**src/rtl/result_drain_pkg.sv**
```systemverilog
// Shared defaults, index-width helper and reader state encoding for the result drain.
package result_drain_pkg;

  localparam int unsigned N_DEF      = 4;
  localparam int unsigned DATA_W_DEF = 16;
  localparam int unsigned CASE_W_DEF = 8;

  // A 1x1 array still needs a 1-bit index port.
  function automatic int unsigned idx_w(input int unsigned n);
    return (n * n > 1) ? $clog2(n * n) : 1;
  endfunction

  localparam int unsigned IDX_W = idx_w(N_DEF);

  typedef enum logic {
    IDLE  = 1'b0,
    DRAIN = 1'b1
  } state_t;

endpackage

```
**src/rtl/result_buf.sv**
```systemverilog
// Two-entry ping-pong store for full PE result frames plus case tags and occupancy flags.
module result_buf
  import result_drain_pkg::*;
#(
  parameter int unsigned N      = N_DEF,
  parameter int unsigned DATA_W = DATA_W_DEF,
  parameter int unsigned CASE_W = CASE_W_DEF,
  parameter int unsigned IW     = idx_w(N_DEF)
) (
  input  logic                  clk,
  input  logic                  rst,
  input  logic                  wr_en,
  input  logic                  wr_sel,
  input  logic [N*N*DATA_W-1:0] wr_data,
  input  logic [CASE_W-1:0]     wr_tag,
  input  logic                  rel_en,
  input  logic                  rel_sel,
  input  logic                  rd_sel,
  input  logic [IW-1:0]         rd_idx,
  output logic [DATA_W-1:0]     rd_data,
  output logic [CASE_W-1:0]     rd_tag,
  output logic [1:0]            occ
);

  localparam int unsigned NE = N * N;

  logic [DATA_W-1:0] mem_q [2][NE];
  logic [CASE_W-1:0] tag_q [2];
  logic [1:0]        occ_q;
  logic [1:0]        occ_d;

  // Write wins over release so a slot reused in its release cycle stays occupied.
  always_comb begin
    occ_d = occ_q;
    if (rel_en) occ_d[rel_sel] = 1'b0;
    if (wr_en)  occ_d[wr_sel]  = 1'b1;
  end

  always_ff @(posedge clk) begin
    if (rst) occ_q <= 2'b00;
    else     occ_q <= occ_d;
  end

  // Payload storage is not reset; the occupancy flags qualify it.
  always_ff @(posedge clk) begin
    if (wr_en) begin
      tag_q[wr_sel] <= wr_tag;
      for (int k = 0; k < int'(NE); k++) begin
        mem_q[wr_sel][k] <= wr_data[k*DATA_W +: DATA_W];
      end
    end
  end

  assign rd_data = mem_q[rd_sel][rd_idx];
  assign rd_tag  = tag_q[rd_sel];
  assign occ     = occ_q;

endmodule

```
**src/rtl/result_drain.sv**
```systemverilog
// Captures final PE array results into a ping-pong buffer and streams them out
// one element per valid/ready transfer, tagged with a running case number.
module result_drain
  import result_drain_pkg::*;
#(
  parameter int unsigned N      = N_DEF,
  parameter int unsigned DATA_W = DATA_W_DEF,
  parameter int unsigned CASE_W = CASE_W_DEF
) (
  input  logic                      clk,
  input  logic                      rstSys,
  input  logic                      start_check,
  input  logic [N*N*DATA_W-1:0]     psumArr,
  output logic                      outValid,
  input  logic                      outReady,
  output logic [DATA_W-1:0]         outData,
  output logic [idx_w(N)-1:0]       outIdx,
  output logic                      outLast,
  output logic [CASE_W-1:0]         outCase,
  output logic                      overflow,
  output logic                      busy
);

  localparam int unsigned IW = idx_w(N);
  localparam logic [IW-1:0] LAST_IDX = IW'(N * N - 1);

  state_t            state_q;
  state_t            state_d;
  logic              rd_ptr_q;
  logic              wr_ptr_q;
  logic [IW-1:0]     idx_q;
  logic [CASE_W-1:0] case_q;
  logic              overflow_q;

  logic [1:0]        occ;
  logic [DATA_W-1:0] rd_data;
  logic [CASE_W-1:0] rd_tag;
  logic              at_last;
  logic              xfer;
  logic              rel;
  logic              slot_free;
  logic              capture;
  logic              drop;
  logic              other_next;

  assign at_last   = (idx_q == LAST_IDX);
  assign xfer      = (state_q == DRAIN) && outReady;
  assign rel       = xfer && at_last;
  // A slot emptied by this cycle's final transfer may be refilled on the same edge.
  assign slot_free = !occ[wr_ptr_q] || (rel && (rd_ptr_q == wr_ptr_q));
  assign capture   = start_check && !rstSys && slot_free;
  assign drop      = start_check && !rstSys && !slot_free;
  // Whether the slot after the current read slot holds a case once this edge completes.
  assign other_next = occ[~rd_ptr_q] || (capture && (wr_ptr_q != rd_ptr_q));

  result_buf #(
    .N      (N),
    .DATA_W (DATA_W),
    .CASE_W (CASE_W),
    .IW     (IW)
  ) u_buf (
    .clk     (clk),
    .rst     (rstSys),
    .wr_en   (capture),
    .wr_sel  (wr_ptr_q),
    .wr_data (psumArr),
    .wr_tag  (case_q),
    .rel_en  (rel),
    .rel_sel (rd_ptr_q),
    .rd_sel  (rd_ptr_q),
    .rd_idx  (idx_q),
    .rd_data (rd_data),
    .rd_tag  (rd_tag),
    .occ     (occ)
  );

  always_ff @(posedge clk) begin
    if (rstSys) state_q <= IDLE;
    else        state_q <= state_d;
  end

  always_comb begin
    state_d = state_q;
    case (state_q)
      IDLE:    if (capture || (occ != 2'b00)) state_d = DRAIN;
      DRAIN:   if (rel && !other_next)        state_d = IDLE;
      default: state_d = IDLE;
    endcase
  end

  always_comb begin
    outValid = (state_q == DRAIN);
    outData  = '0;
    outCase  = '0;
    outLast  = 1'b0;
    if (outValid) begin
      outData = rd_data;
      outCase = rd_tag;
      outLast = at_last;
    end
  end

  // Pointers, element index, case counter and sticky overflow.
  always_ff @(posedge clk) begin
    if (rstSys) begin
      rd_ptr_q   <= 1'b0;
      wr_ptr_q   <= 1'b0;
      idx_q      <= '0;
      case_q     <= '0;
      overflow_q <= 1'b0;
    end else begin
      if (rel)         rd_ptr_q <= ~rd_ptr_q;
      if (capture)     wr_ptr_q <= ~wr_ptr_q;
      if (xfer)        idx_q    <= at_last ? '0 : idx_q + IW'(1);
      if (start_check) case_q   <= case_q + CASE_W'(1);
      if (drop)        overflow_q <= 1'b1;
    end
  end

  assign outIdx   = idx_q;
  assign overflow = overflow_q;
  assign busy     = |occ;

endmodule

```
**config.mk**
```make
export PLATFORM = sky130hd
export DESIGN_NAME = result_drain
export DESIGN_NICKNAME = d
export VERILOG_FILES = /design/src/rtl/result_drain_pkg.sv /design/src/rtl/result_buf.sv /design/src/rtl/result_drain.sv
export SDC_FILE = /design/constraint.sdc
export NUM_CORES = 1
export LEC_CHECK = 0
export CAP_MARGIN = 20
export CORE_MARGIN = 2
export CORE_UTILIZATION = 25
export CTS_CLUSTER_SIZE = 10
export DETAILED_ROUTE_END_ITERATION = 10
export GPL_TIMING_DRIVEN = 0
export PLACE_DENSITY_LB_ADDON = 0.1
export SYNTH_ARGS = -nofsm -noshare
export SYNTH_HDL_FRONTEND = slang
export SYNTH_SLANG_ARGS = --single-unit
```
**constraint.sdc**
```tcl
create_clock -name clk -period 10.5 [get_ports clk]
set_input_delay 3.15 -clock clk [delete_from_list [all_inputs] [get_ports clk]]
set_output_delay 3.15 -clock clk [all_outputs]
set_load 0.02 [all_outputs]
```
==> flow_summary.toml <==
[setup_path]
timing.rr.start = "outIdx[3]"
setup.reg_to_reg.worst_slack_ns = 6.72
ff2ff_path_depth = 8
crit_top_cell = "sky130_fd_sc_hd__clkbuf_1"
sort_of_element_at_the_end_of_the_critical_path = "primary output"
cp_data_required_time_ns = 7.35
crit_path_start_kind = "flop"
arrival_time_of_data_at_the_critical_path_endpoint_ns = 4.28
crit-reg2reg-capture = "u_buf.mem_q[0][55]"
crit_type = "reg -> out"
critPathMaxStageDelay_ns = 0.86
critPathSlowestCell = "sky130_fd_sc_hd__clkbuf_1"
crit_chain = "clkinv_1 -> clkbuf_1 -> clkbuf_1 -> o21ai_0 -> a31oi_1 -> clkdlybuf4s50_1"
worstPathMaxFanout = 10

[clock_network]
cts-buffers-inserted = 69
cts-hold-fix-buffers = 0
post-cts-setup-buffer-count = 0
tritoncts = "yes"
clock_tree.htree_level_count = 3
cts.sink_count = 547
cts_buffer_depth = 3
clock_latency_ns = 0.60
clock_tree.root_cell = "sky130_fd_sc_hd__clkbuf_16"
clkTransAtPathRegs_ns = 0.05
cts-resized-gates = 0

[cells_and_area]
area_delta_synth_final_pct = 31.2
final_nets = 1600
multi_input_comb_area_mm2 = 0.00456
mostFrequentLayoutCell = "sky130_fd_sc_hd__edfxtp_1"
register_area_mm2 = 0.0162
post-route-util_pct = 33.2
mostFrequentLayoutCells = "sky130_fd_sc_hd__edfxtp_1 (528), sky130_fd_sc_hd__clkdlybuf4s50_1 (290), sky130_fd_sc_hd__mux4_2 (73)"
drive_gt1_share_pct = 17.2
filler_instances = 8008

[pwr]
p_leak_uw = 0.00859
powerDensity_mw_per_mm2 = 181
power.ir.vdd_worst_mv = 0.0883
p_total_uw = 5030

[floorplan]
core_area_mm2 = 0.0837
initial_utilization_pct = 25.3
die-area_mm2 = 0.0869
fp.dieW_um = 295
fp-row-count = 106
die_height_um = 295
ioPinCount = 292

[hold_path]
hold_path_end = "u_buf.tag_q[1][7]"
hold_path.class = "reg -> reg"
worstHoldStart = "case_q[7]"
min_delay_path_depth = 0

[synth]
synthesis.area_mm2 = 0.0212
number_of_synthesized_flops_with_an_enable_pin = 528
synth-simple-area-share_pct = 1.62
synth.net_count = 1228
ys.warnings.count = 0
synthAdderAreaFrac_pct = 0.118
synthFlopType = "sky130_fd_sc_hd__edfxtp_1"
post_synth_xor_xnor_area_pct = 0.373
yosysSeqAreaShare_pct = 76.8
syn_area_per_cell_um2 = 21.9
multiplexer_share_of_the_synthesized_area_pct = 16.3
synthesized_flop_and_latch_total = 547
async_reset_ff_share_pct = 0
synthDistinctLibCells = 42
syn_inst = 966
main_combinational_cell_family_by_area_after_synthesis = "multiplexers"
synth_compound_area_share_pct = 3.08

[outcome]
outcome = "completed"

[detailed_routing]
via_per_inst = 4.30
route.detailed.wl_per_inst_um = 24.9
vias = 10800
drt_pre_antenna_iters = 4
ant_nets = 0
drt-initial-drc-count = 579
drt_drc_violations_left = 0
detail_route.wirelength_um = 62500

[place]
portBuffers = 290
routabilityCongestion = 0.730
dp.final_hpwl_um = 44200

[timing]
grt_setup_unrepaired = "false"
period_utilization_post_route_pct = 70.7
finalCriticalPeriod_ns = 7.43
fin_worst_skew_ns = 0.0179
timing.slew.headroom_pct = 26.0
hold_slack_ns = 0.486
tightestPinTransition_ns = 1.11
fmax_mhz = 135
pins_over_their_slew_limit = 0
setup_viol = 0
hold_viol_final = 0

[flow_run]
drv_cap = 0

[global_route]
grt_max_degree = 58
grt_first_pass_wirelength_um = 87100
first_global_vias = 11700
globalRoute.totalOverflow = 0
grt_use_total_pct = 14.4
initial_antenna_violation_count = 14
-- worst max-delay path by stage --
| stage | startpoint | to | cells past startpoint |
|---|---|---|---|
| floorplan | outReady | u_buf.mem_q[0][0] | 4 |
| global placement | outReady | u_buf.mem_q[0][0] | 5 |
| detailed placement | outIdx[0] | outData[0] | 6 |
| CTS | outIdx[0] | outData[0] | 6 |
| global route | outIdx[0] | outData[0] | 6 |
| finish | outIdx[0] | outData[2] | 6 |
-- sequential cells by signal (all words and copies together), names as in the netlist, named ones only --
register and count:
u_buf.tag_q 16, u_buf.occ 2, u_buf.mem_q 512, outValid 1, wr_ptr_q 1, rd_ptr_q 1, overflow 1, case_q 8
outIdx 4
-- cells in the mapped netlist, types with 3 or more instances --
library cell                number  area [um^2]
sky130_fd_sc_hd__xnor2_1         4         35.0
sky130_fd_sc_hd__dfxtp_1        19          380
sky130_fd_sc_hd__a31oi_1        17          106
sky130_fd_sc_hd__nand2b_1        3         18.8
sky130_fd_sc_hd__a22oi_1        16          120
sky130_fd_sc_hd__mux2i_1        42          420
sky130_fd_sc_hd__mux2_2         32          360
sky130_fd_sc_hd__buf_6           8         90.1
sky130_fd_sc_hd__or3_1           3         18.8
sky130_fd_sc_hd__a221oi_1       10         87.6
sky130_fd_sc_hd__or2_2           4         25.0
sky130_fd_sc_hd__mux4_1         39         1020
sky130_fd_sc_hd__o2111ai_1       6         52.6
sky130_fd_sc_hd__buf_2          14         70.1
sky130_fd_sc_hd__nor2_1         17         63.8
sky130_fd_sc_hd__edfxtp_1      528        15900
sky130_fd_sc_hd__o21ai_0        12         60.1
sky130_fd_sc_hd__inv_1           3         11.3
sky130_fd_sc_hd__clkbuf_1       16         60.1
sky130_fd_sc_hd__a21oi_1         8         40.0
sky130_fd_sc_hd__xor2_1          5         43.8
sky130_fd_sc_hd__o221ai_1       16          140
sky130_fd_sc_hd__nand2_1        22         82.6
sky130_fd_sc_hd__nand4_1         3         18.8
sky130_fd_sc_hd__nor2b_1        10         62.6
sky130_fd_sc_hd__nand3_1         4         20.0
sky130_fd_sc_hd__mux4_2         73         1640
sky130_fd_sc_hd__buf_4           6         45.0
sky130_fd_sc_hd__buf_1           9         33.8
-- kinds of logic after synthesis --
family / Yosys count
flops: 547
mux: 186
compound gates: 91
simple gates: 71
buf+inv: 60
xor+xnor: 9
fa+ha+maj: 2
-- cell type report --
class | instances | share of cell area [%]
flip-flops and latches | 547 | 58.5
multi-input cells | 359 | 16.4
repair buffers | 301 | 11.5
clock buffers | 93 | 6.77
well taps | 1134 | 5.11
plain buffers | 56 | 1.28
clock inverters | 14 | 0.374
inverters | 4 | 0.0541
diodes | 1 | 0.00902
-- per-stage QoR --
stage / instance area (um^2) / setup WS [ns] / TNS (ns) / cells
floorplan: 21200 / 0.0200 / 0 / 966
global placement: 25500 / -5.43 / -2777.10 / 2390
detailed placement: 25800 / 3.49 / 0 / 2401
CTS: 27700 / 2.82 / 0 / 2508
global route: 27700 / 2.80 / 0 / 2508
finish: 27700 / 3.07 / 0 / 2509
-- report_power, final --
group | switching [uW] | leakage, uW | internal (uW)
clock network | 880 | 0.000963 | 1240
logic | 217 | 0.00263 | 192
registers | 17.7 | 0.00499 | 2480
total | 1110 | 0.00859 | 3910
-- routing by layer --
metal / GRT usage, % / routed length [um] / vias up
li1: - / - / 4853
met1: 18.0 / 26400 / 5537
met2: 23.8 / 30300 / 282
met3: 4.59 / 4270 / 99
met4: 4.17 / 1290 / 22
met5: 0 / 138 / -
-- critical path, delay by kind of cell (launching register included) --
| kind | cells | cell delay [ns] |
|---|---|---|
| buffers and inverters | 4 | 2.53 |
| AO/OA/AOI/OAI | 2 | 0.74 |
| flip-flops | 1 | 0.40 |
No activity file was read; power rests on OpenSTA's default activity.
==> edit 1 (same flow settings) <==
`CASE_W_DEF`: 8 -> 7.
--- a/src/rtl/result_drain_pkg.sv
+++ b/src/rtl/result_drain_pkg.sv
@@ -5,3 +5,3 @@
   localparam int unsigned DATA_W_DEF = 16;
-  localparam int unsigned CASE_W_DEF = 8;
+  localparam int unsigned CASE_W_DEF = 7;
 
Interface: changed (resized outCase); port bits go from 292 to 291. The function was not compared with the original's and may differ.
==> edit 1 against the original RTL <==
  * Cell area shrank 0.43%
  * Total power shrank 1.6%
  * Global-route usage shrank 0.098 points
  * Worst setup slack gained 400 ps
  * Routed wire length shrank 0.99%
  * Synthesized area shrank 0.20%
  * Cell count shrank 0.60%
  * Utilization shrank 0.14 points
  * Sequential cell count shrank 3
  * Critical path type unchanged
  * Largest cell class unchanged
==> edit 1: results (changes against the original RTL) <==
status=finished clean; Final #Nets=1587 (-0.81%); R2R cell count=7 (-1); placed cell count=2390 (-0.46%); drt initial violations=578 (-0.17%); CP arrival=3880 ps (-400 ps); sequential share of the synthesized area=0.765 (-0.00225); TritonCTS buffer count=67 (-2.9%); Final Instance Count excl. Fillers=2494 (-0.60%); CP max-delay cell=clkdlybuf4s50_1; fill count=8060 (+0.65%); commonest cells in the synthesized netlist=edfxtp_1, mux4_2, mux4_1, mux2i_1, mux2_2; pre-CTS setup slack=3970 ps (+482 ps); Syn Inst Count=956 (-1.0%); Worst R2R End=u_buf.mem_q[0][1]; EDFF count, synth=526 (-0.38%); HPWL after DPL=44.5 mm (+0.78%); top flop regs=u_buf.mem_q (512), u_buf.tag_q (14), case_q (7); Synth area leaders=edfxtp_1, mux4_1, mux4_2; register-to-register setup slack=7170 ps (+450 ps); vias in the first global route=11.7k (-0.47%); Slew HR=0.386 (+0.126); CP endpoint=outData[3]; FF-to-FF Start=outIdx[2]; LEAKAGE=8.60 nW (+0.18%); share of cells above drive strength 1=0.167 (-0.00509)
## edit 1: changes by cell type in the layout (fill, tap and decap cells not counted), sizes merged, moves of 2 or more
cell,change
nand2,-2
buf,+6
clkdlybuf4s50,-2
edfxtp,-2
diode,+3
clkbuf,-14
inv,+2
## edit 1: stage by stage
| stage | util | instance area (sq um) | total power, mW |
|---|---|---|---|
| finish | 0.330 | 27600 | 4.95 |
| global placement | 0.304 | 25400 | 2.96 |
| floorplan | - | 21100 | 2.70 |
| detailed placement | 0.307 | 25700 | 2.94 |
| CTS | 0.330 | 27600 | 5.06 |
| global route | 0.330 | 27600 | 5.16 |
## edit 1: cell type report
type / instances / share of cell area
tap: 1134 / 0.0514
sequential: 544 / 0.585
timing repair buffer: 300 / 0.115
antenna: 4 / 0.000362
buffer: 56 / 0.0136
multi-input combinational: 352 / 0.165
clock buffer: 85 / 0.0647
clock inverter: 15 / 0.00457
inverter: 4 / 0.000543
## edit 1: cell families (layout without fill, tap and decap cells)
group	count (synthesis)	count (layout)	share of synthesized area
AO/OA/AOI/OAI	92	92	0.0311
XOR/XNOR	8	8	0.00332
adder cells (fa/ha/maj)	2	2	0.00119
buffers and inverters	60	460	0.0185
flip-flops	544	544	0.765
multiplexers	185	185	0.166
other	0	4	0
AND/OR/NAND/NOR	65	65	0.0148
## edit 1: worst min-delay path by stage
stage              start                end  slack [ps]  cells past startpoint
4_1_cts        case_q[6]  u_buf.tag_q[0][6]         480                      0
5_1_grt        case_q[6]  u_buf.tag_q[0][6]         490                      0
3_5_place_dp   case_q[6]  u_buf.tag_q[0][6]         460                      0
6_report       case_q[6]  u_buf.tag_q[1][6]         470                      0
2_1_floorplan  case_q[6]  u_buf.tag_q[0][6]         430                      0
3_3_place_gp   case_q[6]  u_buf.tag_q[0][6]         460                      0
## edit 1: power groups by stage
stage | registers, mW | clock network (mW) | logic, mW
global route | 2.49 | 2.24 | 0.432
finish | 2.48 | 2.07 | 0.400
CTS | 2.48 | 2.16 | 0.415
detailed placement | 2.53 | 0 | 0.413
global placement | 2.57 | 0 | 0.396
floorplan | 2.55 | 0 | 0.153
## edit 1: routing by layer
| metal | vias to the layer above | GRT usage | routed length, microns |
|---|---|---|---|
| met5 | - | 0 | 140 |
| met4 | 24 | 0.0365 | 1300 |
| met3 | 102 | 0.0471 | 4290 |
| met2 | 300 | 0.235 | 29900 |
| met1 | 5513 | 0.181 | 26200 |
| li1 | 4834 | - | - |
==> edit 2 (same flow settings) <==
Made on the original files. Reset style: asynchronous (`rst` and `rstSys`), changed in 3 clocked blocks.
--- a/src/rtl/result_buf.sv
+++ b/src/rtl/result_buf.sv
@@ -38,3 +38,3 @@
 
-  always_ff @(posedge clk) begin
+  always_ff @(posedge clk or posedge rst) begin
     if (rst) occ_q <= 2'b00;
--- a/src/rtl/result_drain.sv
+++ b/src/rtl/result_drain.sv
@@ -76,3 +76,3 @@
 
-  always_ff @(posedge clk) begin
+  always_ff @(posedge clk or posedge rstSys) begin
     if (rstSys) state_q <= IDLE;
@@ -103,3 +103,3 @@
   // Pointers, element index, case counter and sticky overflow.
-  always_ff @(posedge clk) begin
+  always_ff @(posedge clk or posedge rstSys) begin
     if (rstSys) begin
Function: not settled (the Yosys comparison gave no result); the edit may change what the design does.
==> edit 2 against the original RTL <==
  * Critical path depth rose by 1
  * Cell area is 0.54% higher
  * Synthesized area is 0.99% lower
  * Via count is 0.44% higher
  * Highest routed layer unchanged
  * Routed wire length is 0.38% higher
  * Sequential cell count shrank 1
  * Worst setup slack improved by 180 ps
Power is not compared: it rests on default switching activity, and its combinational part moved more than twofold at a synthesized area within 25%.
==> edit 2: results (changes against the original RTL) <==
status=finished clean; Placer Congestion=0.738 (+1.2%); worst min path class=reg -> reg; sequential share of the synthesized area=0.779 (+0.0111); CP arrival=4100 ps (-180 ps); Syn Nets=1207 (-1.7%); post-synthesis async set-or-reset flop share=0.0330 (+0.0330); GR Util All Layers=0.146 (+0.00182); LEAKAGE=roughly 9.0 nW; Synth area leaders=edfxtp_1, mux4_2, dfrtp_1; CP max-delay cell=clkdlybuf4s50_1; initial antenna violation count=15 (+1); share of cells above drive strength 1=0.207 (+0.0349); commonest cells in the synthesized netlist=edfxtp_1, mux4_2, mux2i_1, mux2_2, clkbuf_1; Slowest Stage Delay on Critical Path=700 ps (-160 ps); worst-margin pin slew=953 ps (-158 ps); H-tree depth=3 (unchanged); Mean Syn Cell Area=22.2 sq um (+1.2%); Clock Pin Slew Worst Setup and Hold Paths=~60 ps; first-pass GRT wire length=88.2 mm (+1.3%); Final #Nets=1594 (-0.38%); drt pass-1 iters=5 (+1); clk_skew=17.1 ps (-0.803 ps); yosys warns=0 (unchanged); drt initial violations=550 (-5.0%); HPWL after DPL=45.3 mm (+2.6%); EDFF count, synth=528 (unchanged); worst-path fanout max=10 (unchanged); largest net degree at the start of global routing=30 (-48%); placed cell count=2339 (-2.6%); TritonCTS buffer count=71 (+2.9%); top flop regs=u_buf.mem_q (512), u_buf.tag_q (16), case_q (8); fill count=7947 (-0.76%); CTS max path bufs=3 (unchanged); Cell Area, Placed=0.0258 sq mm (about the same); Avg WL per Cell=25.5 microns (+2.5%); peak supply drop=between 100 and 150 uV; via count=10.8k (+0.44%); Netlist cell types=39 (-7.1%); total grt overflow=0 (unchanged); vias in the first global route=11.8k (+0.80%); Total Wirelength=62.7 mm (+0.38%)
## edit 2: cell count changes in the layout (fill, tap and decap cells not counted), moves of 7 or more
cell      unedited run  this run
mux4_1              39         0
mux4_2              73       112
dfxtp_1             19         0
dfrtp_1              0        18
buf_12               5        16
nor2_1              17         8
clkinv_1             6        13
## edit 2: critical path: cells and delay by family, from the launching register on
| family | cells | cell delay, ps |
|---|---|---|
| multiplexers | 1 | 400 |
| flip-flops | 1 | 450 |
| buffers and inverters | 4 | 2030 |
| AO/OA/AOI/OAI | 2 | 610 |
## edit 2: metal layers
layer  up-vias  global-route usage  routed length [microns]
met3       109              0.0428                     3750
li1       4789                   -                        -
met4        18              0.0421                     1530
met5         -                   0                      132
met1      5655               0.191                    27700
met2       270               0.234                    29600
## edit 2: stage by stage
stage	power (mW)	hold WS, ps	worst slack, ps	TNS [ps]	util
after floorplan	3.74	458	1950	0	-
after global placement	4.73	447	-1860	-803240	0.303
after detailed placement	4.74	450	3670	0	0.309
after CTS	7.02	482	2990	0	0.335
after global routing	7.18	503	3040	0	0.335
final	6.84	479	3250	0	0.335
## edit 2: layout make-up
class	instances	area share
diodes	3	0.000269
plain buffers	55	0.0109
clock buffers	93	0.0712
clock inverters	22	0.00529
inverters	3	0.000404
multi-input cells	341	0.156
flip-flops and latches	546	0.585
well taps	1080	0.0484
repair buffers	314	0.123
## edit 2: kinds of logic after synthesis
| family | count (synthesis) | synth area share |
|---|---|---|
| flops | 546 | 0.779 |
| mux | 187 | 0.158 |
| compound gates | 90 | 0.0305 |
| buf+inv | 58 | 0.0150 |
| simple gates | 53 | 0.0125 |
| xor+xnor | 9 | 0.00376 |
| fa+ha+maj | 2 | 0.00119 |
## edit 2: path summary, 6_finish.rpt
kind | from | end | slack [ps] | cells past startpoint
setup / recovery | outIdx[1] | outData[4] | 3250 | 7
hold / removal | overflow | overflow | 480 | 1
setup reg to reg | outIdx[2] | u_buf.mem_q[0][234] | 6500 | 10
hold reg to reg | overflow | overflow | 480 | 1
max in group asynchronous | rstSys | outValid | 6930 | 2
min in group asynchronous | rstSys | case_q[5] | 3060 | 2
## edit 2: power groups by stage
| stage | logic [mW] | registers (mW) | clock network, mW |
|---|---|---|---|
| after floorplan | 1.13 | 2.61 | 0 |
| after global placement | 2.09 | 2.63 | 0 |
| after detailed placement | 2.13 | 2.61 | 0 |
| after CTS | 2.13 | 2.56 | 2.33 |
| after global routing | 2.21 | 2.57 | 2.40 |
| final | 2.05 | 2.56 | 2.23 |
